### config.mk
export PLATFORM = sky130hd
export DESIGN_NAME = uart_tx_sched
export DESIGN_NICKNAME = d
export VERILOG_FILES = /design/src/rtl/uart_pkg.sv /design/src/rtl/uart_tx_sched_rr_arbiter.sv /design/src/rtl/uart_tx_sched.sv
export SDC_FILE = /design/constraint.sdc
export NUM_CORES = 1
export LEC_CHECK = 0
export ABC_CLOCK_PERIOD_IN_PS = 3430
export CORE_MARGIN = 10
export CORE_UTILIZATION = 46
export DETAILED_ROUTE_END_ITERATION = 10
export PLACE_DENSITY = 0.74
export SYNTH_ARGS = -nofsm -noshare
export SYNTH_HDL_FRONTEND = slang
export SYNTH_SLANG_ARGS = --single-unit
### constraint.sdc
create_clock -name i_clk -period 3.43 [get_ports i_clk]
set_clock_uncertainty 0.05 [all_clocks]
set_input_delay 0.686 -clock i_clk [delete_from_list [all_inputs] [get_ports i_clk]]
set_output_delay 0.686 -clock i_clk [all_outputs]
set_load 0.01 [all_outputs]
### src/rtl/uart_pkg.sv
// Shared constants for the UART transmit scheduler.
// State encoding, byte width and idle data value.
package uart_pkg;

    localparam int BYTE_W = 8;

    localparam logic [1:0] ST_IDLE  = 2'd0;
    localparam logic [1:0] ST_SEND  = 2'd1;
    localparam logic [1:0] ST_ACK   = 2'd2;
    localparam logic [1:0] ST_DRAIN = 2'd3;

    localparam logic [BYTE_W-1:0] IDLE_DATA = 8'hFF;

endpackage

### src/rtl/uart_tx_sched_rr_arbiter.sv
// Combinational round-robin picker.
// Searches masked requests starting at the pointer index.
module rr_arbiter #(
    parameter int N  = 4,
    parameter int PW = 2
) (
    input  logic [N-1:0]  i_req,
    input  logic [N-1:0]  i_mask,
    input  logic [PW-1:0] i_ptr,
    output logic [N-1:0]  o_gnt,
    output logic [PW-1:0] o_idx
);

    logic [N-1:0]  elig;
    logic          found;
    logic [PW-1:0] j;

    assign elig = i_req & i_mask;

    // First eligible index at or after the pointer, wrapping.
    always_comb begin
        o_gnt = '0;
        o_idx = '0;
        found = 1'b0;
        j     = '0;
        for (int i = 0; i < N; i++) begin
            j = PW'((int'(i_ptr) + i) % N);
            if (!found && elig[j]) begin
                found    = 1'b1;
                o_gnt[j] = 1'b1;
                o_idx    = j;
            end
        end
    end

endmodule

### src/rtl/uart_tx_sched.sv
// Round-robin scheduler sharing one UART byte transmitter.
// Message locking keeps multi-byte messages contiguous.
module uart_tx_sched
    import uart_pkg::*;
#(
    parameter int N            = 4,
    parameter int LOCK_TIMEOUT = 65535,
    parameter int LT_W         = 16
) (
    input  logic                i_clk,
    input  logic                i_rst_n,
    input  logic [N-1:0]        i_req_valid,
    input  logic [BYTE_W*N-1:0] i_req_data,
    input  logic [N-1:0]        i_req_last,
    output logic [N-1:0]        o_req_ready,
    output logic [BYTE_W-1:0]   o_tx_data,
    output logic                o_tx_we,
    input  logic                i_tx_busy,
    output logic [N-1:0]        o_grant,
    output logic                o_lock_drop
);

    localparam int PW = (N > 1) ? $clog2(N) : 1;

    logic [1:0]        state;
    logic              locked;
    logic [PW-1:0]     lock_idx;
    logic [N-1:0]      lock_oh;
    logic [N-1:0]      cur_oh;
    logic [PW-1:0]     ptr;
    logic [LT_W-1:0]   lt_cnt;
    logic              drop_q;
    logic [BYTE_W-1:0] tx_data_q;

    logic [N-1:0]      mask;
    logic [N-1:0]      arb_gnt;
    logic [PW-1:0]     arb_idx;
    logic              accept;
    logic [BYTE_W-1:0] sel_data;
    logic              sel_last;
    logic              owner_valid;
    logic              lt_run;
    logic              lt_hit;

    function automatic logic [PW-1:0] inc_ptr(input logic [PW-1:0] p);
        return (p == PW'(N - 1)) ? '0 : p + PW'(1);
    endfunction

    assign mask = locked ? lock_oh : '1;

    rr_arbiter #(
        .N  (N),
        .PW (PW)
    ) u_arb (
        .i_req  (i_req_valid),
        .i_mask (mask),
        .i_ptr  (ptr),
        .o_gnt  (arb_gnt),
        .o_idx  (arb_idx)
    );

    assign o_req_ready = (i_rst_n && state == ST_IDLE && !i_tx_busy)
                         ? arb_gnt : '0;
    assign accept      = |o_req_ready;

    // Select the winner's byte and last flag.
    always_comb begin
        sel_data = '0;
        sel_last = 1'b0;
        for (int k = 0; k < N; k++) begin
            if (arb_gnt[k]) begin
                sel_data = sel_data | i_req_data[BYTE_W*k +: BYTE_W];
                sel_last = sel_last | i_req_last[k];
            end
        end
    end

    assign owner_valid = |(i_req_valid & lock_oh);
    assign lt_run = (LOCK_TIMEOUT != 0) && (state == ST_IDLE)
                    && locked && !owner_valid;
    assign lt_hit = lt_run
                    && ((lt_cnt + LT_W'(1)) == LT_W'(LOCK_TIMEOUT));

    // Transfer sequencing: accept, strobe, wait busy rise, wait fall.
    always_ff @(posedge i_clk or negedge i_rst_n) begin
        if (!i_rst_n) begin
            state <= ST_IDLE;
        end else begin
            unique case (state)
                ST_IDLE:  if (accept) state <= ST_SEND;
                ST_SEND:  state <= ST_ACK;
                ST_ACK:   if (i_tx_busy) state <= ST_DRAIN;
                ST_DRAIN: if (!i_tx_busy) state <= ST_IDLE;
                default:  state <= ST_IDLE;
            endcase
        end
    end

    // Capture accepted byte and its owner.
    always_ff @(posedge i_clk or negedge i_rst_n) begin
        if (!i_rst_n) begin
            tx_data_q <= IDLE_DATA;
            cur_oh    <= '0;
        end else if (accept) begin
            tx_data_q <= sel_data;
            cur_oh    <= arb_gnt;
        end
    end

    // Lock ownership, round-robin pointer and timeout drop pulse.
    always_ff @(posedge i_clk or negedge i_rst_n) begin
        if (!i_rst_n) begin
            locked   <= 1'b0;
            lock_idx <= '0;
            lock_oh  <= '0;
            ptr      <= '0;
            drop_q   <= 1'b0;
        end else begin
            drop_q <= 1'b0;
            if (accept) begin
                if (sel_last) begin
                    locked  <= 1'b0;
                    lock_oh <= '0;
                    ptr     <= inc_ptr(arb_idx);
                end else begin
                    locked   <= 1'b1;
                    lock_oh  <= arb_gnt;
                    lock_idx <= arb_idx;
                end
            end else if (lt_hit) begin
                locked  <= 1'b0;
                lock_oh <= '0;
                drop_q  <= 1'b1;
                ptr     <= inc_ptr(lock_idx);
            end
        end
    end

    // Idle-owner counter; restarts whenever the owner is active.
    always_ff @(posedge i_clk or negedge i_rst_n) begin
        if (!i_rst_n) begin
            lt_cnt <= '0;
        end else if (!lt_run || lt_hit) begin
            lt_cnt <= '0;
        end else begin
            lt_cnt <= lt_cnt + LT_W'(1);
        end
    end

    assign o_tx_we     = (state == ST_SEND);
    assign o_tx_data   = tx_data_q;
    assign o_lock_drop = drop_q;
    assign o_grant     = locked ? lock_oh
                       : (state != ST_IDLE) ? cur_oh : '0;

endmodule

[Word-level counts from Yosys, hierarchy flattened]
Cells that the tools add are included.
Word-level totals
  input bits: 43
  output and inout port bits: 18
  flip-flop bits (word level): 40
  logic and storage cells: 129
Cells by class
  equal/unequal tests: 10
  order comparisons: 8
  add/subtract/negate cells: 6
  multiplexer cells: 57
  reduce and logical (&&, ||, !) cells: 27
  bitwise operators: 12
Operator list (number)
  2-to-1 mux 4 bit: 11
  2-to-1 mux 8 bit: 4
  2-to-1 mux 2 bit: 12
  OR 8 bit: 3
  2-to-1 mux 1 bit: 20
  adder 16 x 1 -> 16 bit, second input constant: 1
  == test 16 bit, second input constant: 1
  2-to-1 mux 16 bit: 1
  logical AND 1 bit: 12
  less-than comparator 2 x 3 -> 1 bit, second input constant: 4
  OR 4 bit: 3
  bitwise AND 4 bit: 2
  binary-select mux 1 bit (select 2 bit): 4
  demux 1 bit (select 2 bit): 4
  == test 2 bit, second input constant: 4
  greater-or-equal comparator 2 x 1 -> 1 bit, second input constant: 4
  case mux 2 bit (4 select lines): 1
  OR reduction 4 bit: 2
  adder 2 x 1 -> 2 bit, second input constant: 3
  logical NOT 1 bit: 6
  != test 2 bit, second input constant: 3
  adder 2 bit, second input constant: 2
  AND reduction 2 bit: 2
  nonzero test 2 bit: 2
  7 further kinds: 9

[Depth between registers and ports, before layout]
  word-level depth: 23
  gate-level depth with buffers: 12
  depth with buffers taken out: 10

[Cells and area by module]
A second synthesis with hierarchy kept.
Unflattened totals
  cell total of the unflattened synthesis: 306
  area, all modules: 2860.2 µm²
Modules (own cells, without submodules)
  uart_tx_sched: seq. area each 1011.0 µm², times used 1, cells an instance 241, area an instance 2338.5 µm²
  rr_arbiter: seq. area each 0.0 µm², times used 1, cells an instance 65, area an instance 521.8 µm²

[Worst setup path before layout]
No wires, ideal clock.
  path type: flip-flop to flip-flop
  start: reg ptr[0]
  end: reg ptr[0]
  stages on the path, launching flop included: 12
  required time: 3.255 ns
  data arrival time: 3.242 ns
  path slack: 0.013 ns
  cell sequence: dfrtp_1 buf_6 inv_2 ha_1 clkbuf_1 mux2i_1 a21oi_1 a221o_1 o41ai_4 nor3_4 nor2_2 mux2_4
On the way
  word-level cells in the longest chain between the ends: 21
RTL lines
  start: declaration: line uart_tx_sched.sv:30  | logic [PW-1:0] ptr;
  start signal: assignment: line uart_tx_sched.sv:124  | ptr <= inc_ptr(arb_idx);
  start signal: assignment: line uart_tx_sched.sv:134  | ptr <= inc_ptr(lock_idx);
  branches (longest 21 deep; another with less-than comparator 2 x 3 -> 1 bit)
Parallel ways; which one is timed is not known. The select of a mux whose other input is x is not followed.
A chain may end at the register's enable or synchronous reset.

[Worst setup path in the final report]
  start: in i_req_valid[2]
  end: out o_req_ready[2]
On the way
  word-level cells in the longest chain between the ends: 14
RTL lines
  start: declaration: line uart_tx_sched.sv:12  | input logic [N-1:0] i_req_valid,
  bitwise AND 4 bit *: line uart_tx_sched_rr_arbiter.sv:18  | assign elig = i_req & i_mask;
  binary-select mux 1 bit (select 2 bit): line uart_tx_sched_rr_arbiter.sv:28  | if (!found && elig[j]) begin
  2-to-1 mux 1 bit (implied by the code): line uart_tx_sched_rr_arbiter.sv:28
  2-to-1 mux 1 bit: line uart_tx_sched_rr_arbiter.sv:28
  logical NOT 1 bit: line uart_tx_sched_rr_arbiter.sv:28
  logical AND 1 bit: line uart_tx_sched_rr_arbiter.sv:28
  2-to-1 mux 1 bit: line uart_tx_sched_rr_arbiter.sv:28
  logical NOT 1 bit: line uart_tx_sched_rr_arbiter.sv:28
  logical AND 1 bit: line uart_tx_sched_rr_arbiter.sv:28
  2-to-1 mux 1 bit: line uart_tx_sched_rr_arbiter.sv:28
  logical NOT 1 bit: line uart_tx_sched_rr_arbiter.sv:28
  logical AND 1 bit: line uart_tx_sched_rr_arbiter.sv:28
  2-to-1 mux 4 bit *: line uart_tx_sched_rr_arbiter.sv:28
  2-to-1 mux 4 bit *: line uart_tx_sched.sv:63  | ? arb_gnt : '0;
  end: declaration: line uart_tx_sched.sv:15  | output logic [N-1:0] o_req_ready,
Every way passes the cells marked *; elsewhere a longest branch is shown, timed or not. The select of a mux whose other input is x is not followed.

==> results.toml <==
[outcome]
status = "finished, final reports clean"

[sta]
fin_crit_sh_pct = 98.0
rsz0062_at_grt = "no"
min_period_ns = 3.36
slew_headroom_pct = 61.2
report.final.slew_viol_count = 0
hold_violations = 0
setup_viol = 0
tightest_slew_ns = 0.582
fmax_mhz = 297
finalSetupTns_ns = 0

[yosys]
ys.warnings.count = 0
syn_inst = 277
synth_nets = 335
synthFlopType = "dfrtp_1"
yosysMostFrequentCell = "dfrtp_1"
synth_edf_count = 0
ys_async_sr_fraction_pct = 100
synthTopCellsByCount = "dfrtp_1, nor2_1, nand2_1"
synth.distinct_cells = 49
synth_area_leaders = "dfrtp_1, dfstp_2, ha_1, a22o_1, nor2_1"
yosysTopAreaCell = "dfrtp_1"
synth_top_area_share_pct = 30.2
avgSynthCellArea_um2 = 9.58
synth_seq_cells = 40
synth_area_um2 = 2650
ys_seq_area_share_pct = 38.1

[clocking]
htreeDepth = 2
clk_latency_ns = 0.30
cts_tree = "built"
numCtsBuffers = 5
root_buffer = "clkbuf_8"
cts-hold-fix-buffers = 0
clockBufferDepth = 2
clk_pin_slew_ns = 0.08
clock-sinks = 40

[grt]
grt-ovfl-total = 0
gr-usage-met2_pct = 26.6
antenna_found_initial = 0
grt_pass1_wl_um = 12000
grt_max_degree = 41
busiest_layer = "met2"
grt_pass1_vias = 2503
use_met3_pct = 5.53
grtUsageMet1_pct = 19.7
grtUsageTotal_pct = 16.3

[place]
dpl.hpwl_um = 5490
gp_congestion = 0.855
io_buffers = 60
dp_cells = 427

[worst_hold_path]
whs_path_depth = 1
hold_path.class = "reg2reg"

[power_and_ir_drop]
total_power_uw = 3210
power_leakage_uw = 0.00164
power_density_nw_per_um2 = 865
ir_drop_uv = 616

[die]
die_h_um = 96.0
core_area_um2 = 5540
design.portCount = 61
dieArea_um2 = 9210
die_x_um = 96.0
initial_core_util_pct = 47.9
core.rowCount = 27

[critical_path]
r2r_cells = 13
crit_path_start_kind = "primary input"
slowest_stage = "mux2_2"
cp_max_fo = 4
critPathRequiredTime_ns = 2.69
max_stage_delay_ns = 0.33
worstSetupEndpointType = "output port"
cp.arrival_ns = 2.63
path_cells = "clkdlybuf4s15_1 > nor2b_1 > a32o_2 > mux2i_1 > buf_4 > mux2_2 > a221o_1 > and2_1 > buf_2"
worst-setup-path-type = "in2out"

[layout]
drive_above_1_share_pct = 22.2
area_delta_synth_final_pct = 39.9
fill_cells = 463
antenna_cells = 0
final_nets = 427
finalNonFillerCells = 442

[routing]
drt_wl_total_um = 7310
drcViolationCount = 0
vias = 2438
wl_per_cell_um = 16.5
via_per_inst = 5.52
first_pass_iters = 4
final_antenna_net_count = 0
drt-initial-drc-count = 143

[run]
drv_cap = 0
## sequential cells by signal, indices dropped and copies added, names as in the netlist
signal and count:
lt_cnt 16, o_tx_data 8, cur_oh 4, lock_oh 4, lock_idx 2, ptr 2, state 2, locked 1
o_lock_drop 1
## per-layer routing
layer	vias up	part of all wire (%)
met2	80	48
li1	1199	-
met1	1153	43
met5	-	0
met3	6	7.6
met4	0	1.3
## critical path: cells and delay by family
| family | cells | cell delay (ns) |
|---|---|---|
| buffers and inverters | 3 | 0.55 |
| AND/OR/NAND/NOR | 2 | 0.38 |
| AO/OA/AOI/OAI | 2 | 0.55 |
| multiplexers | 2 | 0.46 |
## repair_timing
action                                  in CTS  in global routing
pin swaps                                    4                  1
buffers inserted                             6                  0
cloned                                       1                  0
resized for setup                           29                  8
endpoints found under the setup margin      27                 14
## path summary, 6_finish.rpt
check	from	end	slack (ns)
max reg2reg	ptr[0]	ptr[1]	0.18
max in group asynchronous	i_rst_n	ptr[0]	2.50
min reg2reg	cur_oh[1]	cur_oh[1]	0.43
max	i_req_valid[2]	o_req_ready[2]	0.07
min	cur_oh[1]	cur_oh[1]	0.43
min in group asynchronous	i_rst_n	lt_cnt[15]	0.45
## stage by stage
step / instance area [um2] / setup slack [ns] / util (%) / hold slack (ns)
finish: 3710 / 0.0681 / 67.0 / 0.435
floorplan: 2650 / 0.0132 / - / 0.340
detailed placement: 3500 / -0.663 / 63.2 / 0.420
CTS: 3680 / 0.0402 / 66.5 / 0.437
global placement: 3500 / -0.534 / 63.2 / 0.412
global route: 3710 / 0.00658 / 67.0 / 0.473
## where the power goes
part	internal [uW]	switching [uW]	total, uW
registers	613	103	716
clock network	219	180	399
logic	1060	1040	2100
total	1890	1320	3210
## final cells by class
type | instances | area (um2) | share of cell area (%)
inverter | 9 | 33.8 | 0.910
clock buffer | 5 | 68.8 | 1.85
tap | 72 | 90.1 | 2.43
multi-input combinational | 216 | 1590 | 42.8
timing repair buffer | 97 | 872 | 23.5
sequential | 40 | 1010 | 27.3
clock inverter | 3 | 46.3 | 1.25
## kinds of logic after synthesis
group                      count (synthesis)  synth area share [%]
buffers and inverters                     22                  3.87
AOI/OAI and AO/OA                         71                  21.6
muxes                                     10                  4.43
and+or+nand+nor                          104                  19.9
DFF                                       40                  38.1
xor gates and xnor gates                  15                  4.95
adders and majority gates                 15                  7.07
## cell usage in the layout (no fill, tap or decap), drive strengths merged, types with 6 or more instances in the layout
| cell type | synthesis | layout |
|---|---|---|
| clkdlybuf4s50 | 0 | 51 |
| a221oi | 9 | 9 |
| mux2 | 8 | 8 |
| nor2b | 6 | 6 |
| nand2 | 22 | 22 |
| nor2 | 31 | 31 |
| inv | 9 | 10 |
| buf | 4 | 42 |
| dfstp | 8 | 8 |
| xor2 | 7 | 7 |
| a22o | 18 | 18 |
| nand3 | 9 | 9 |
| xnor2 | 8 | 8 |
| nand2b | 9 | 9 |
| o21ai | 14 | 14 |
| ha | 15 | 15 |
| dfrtp | 32 | 32 |
No activity file was read; power rests on OpenSTA's default activity.
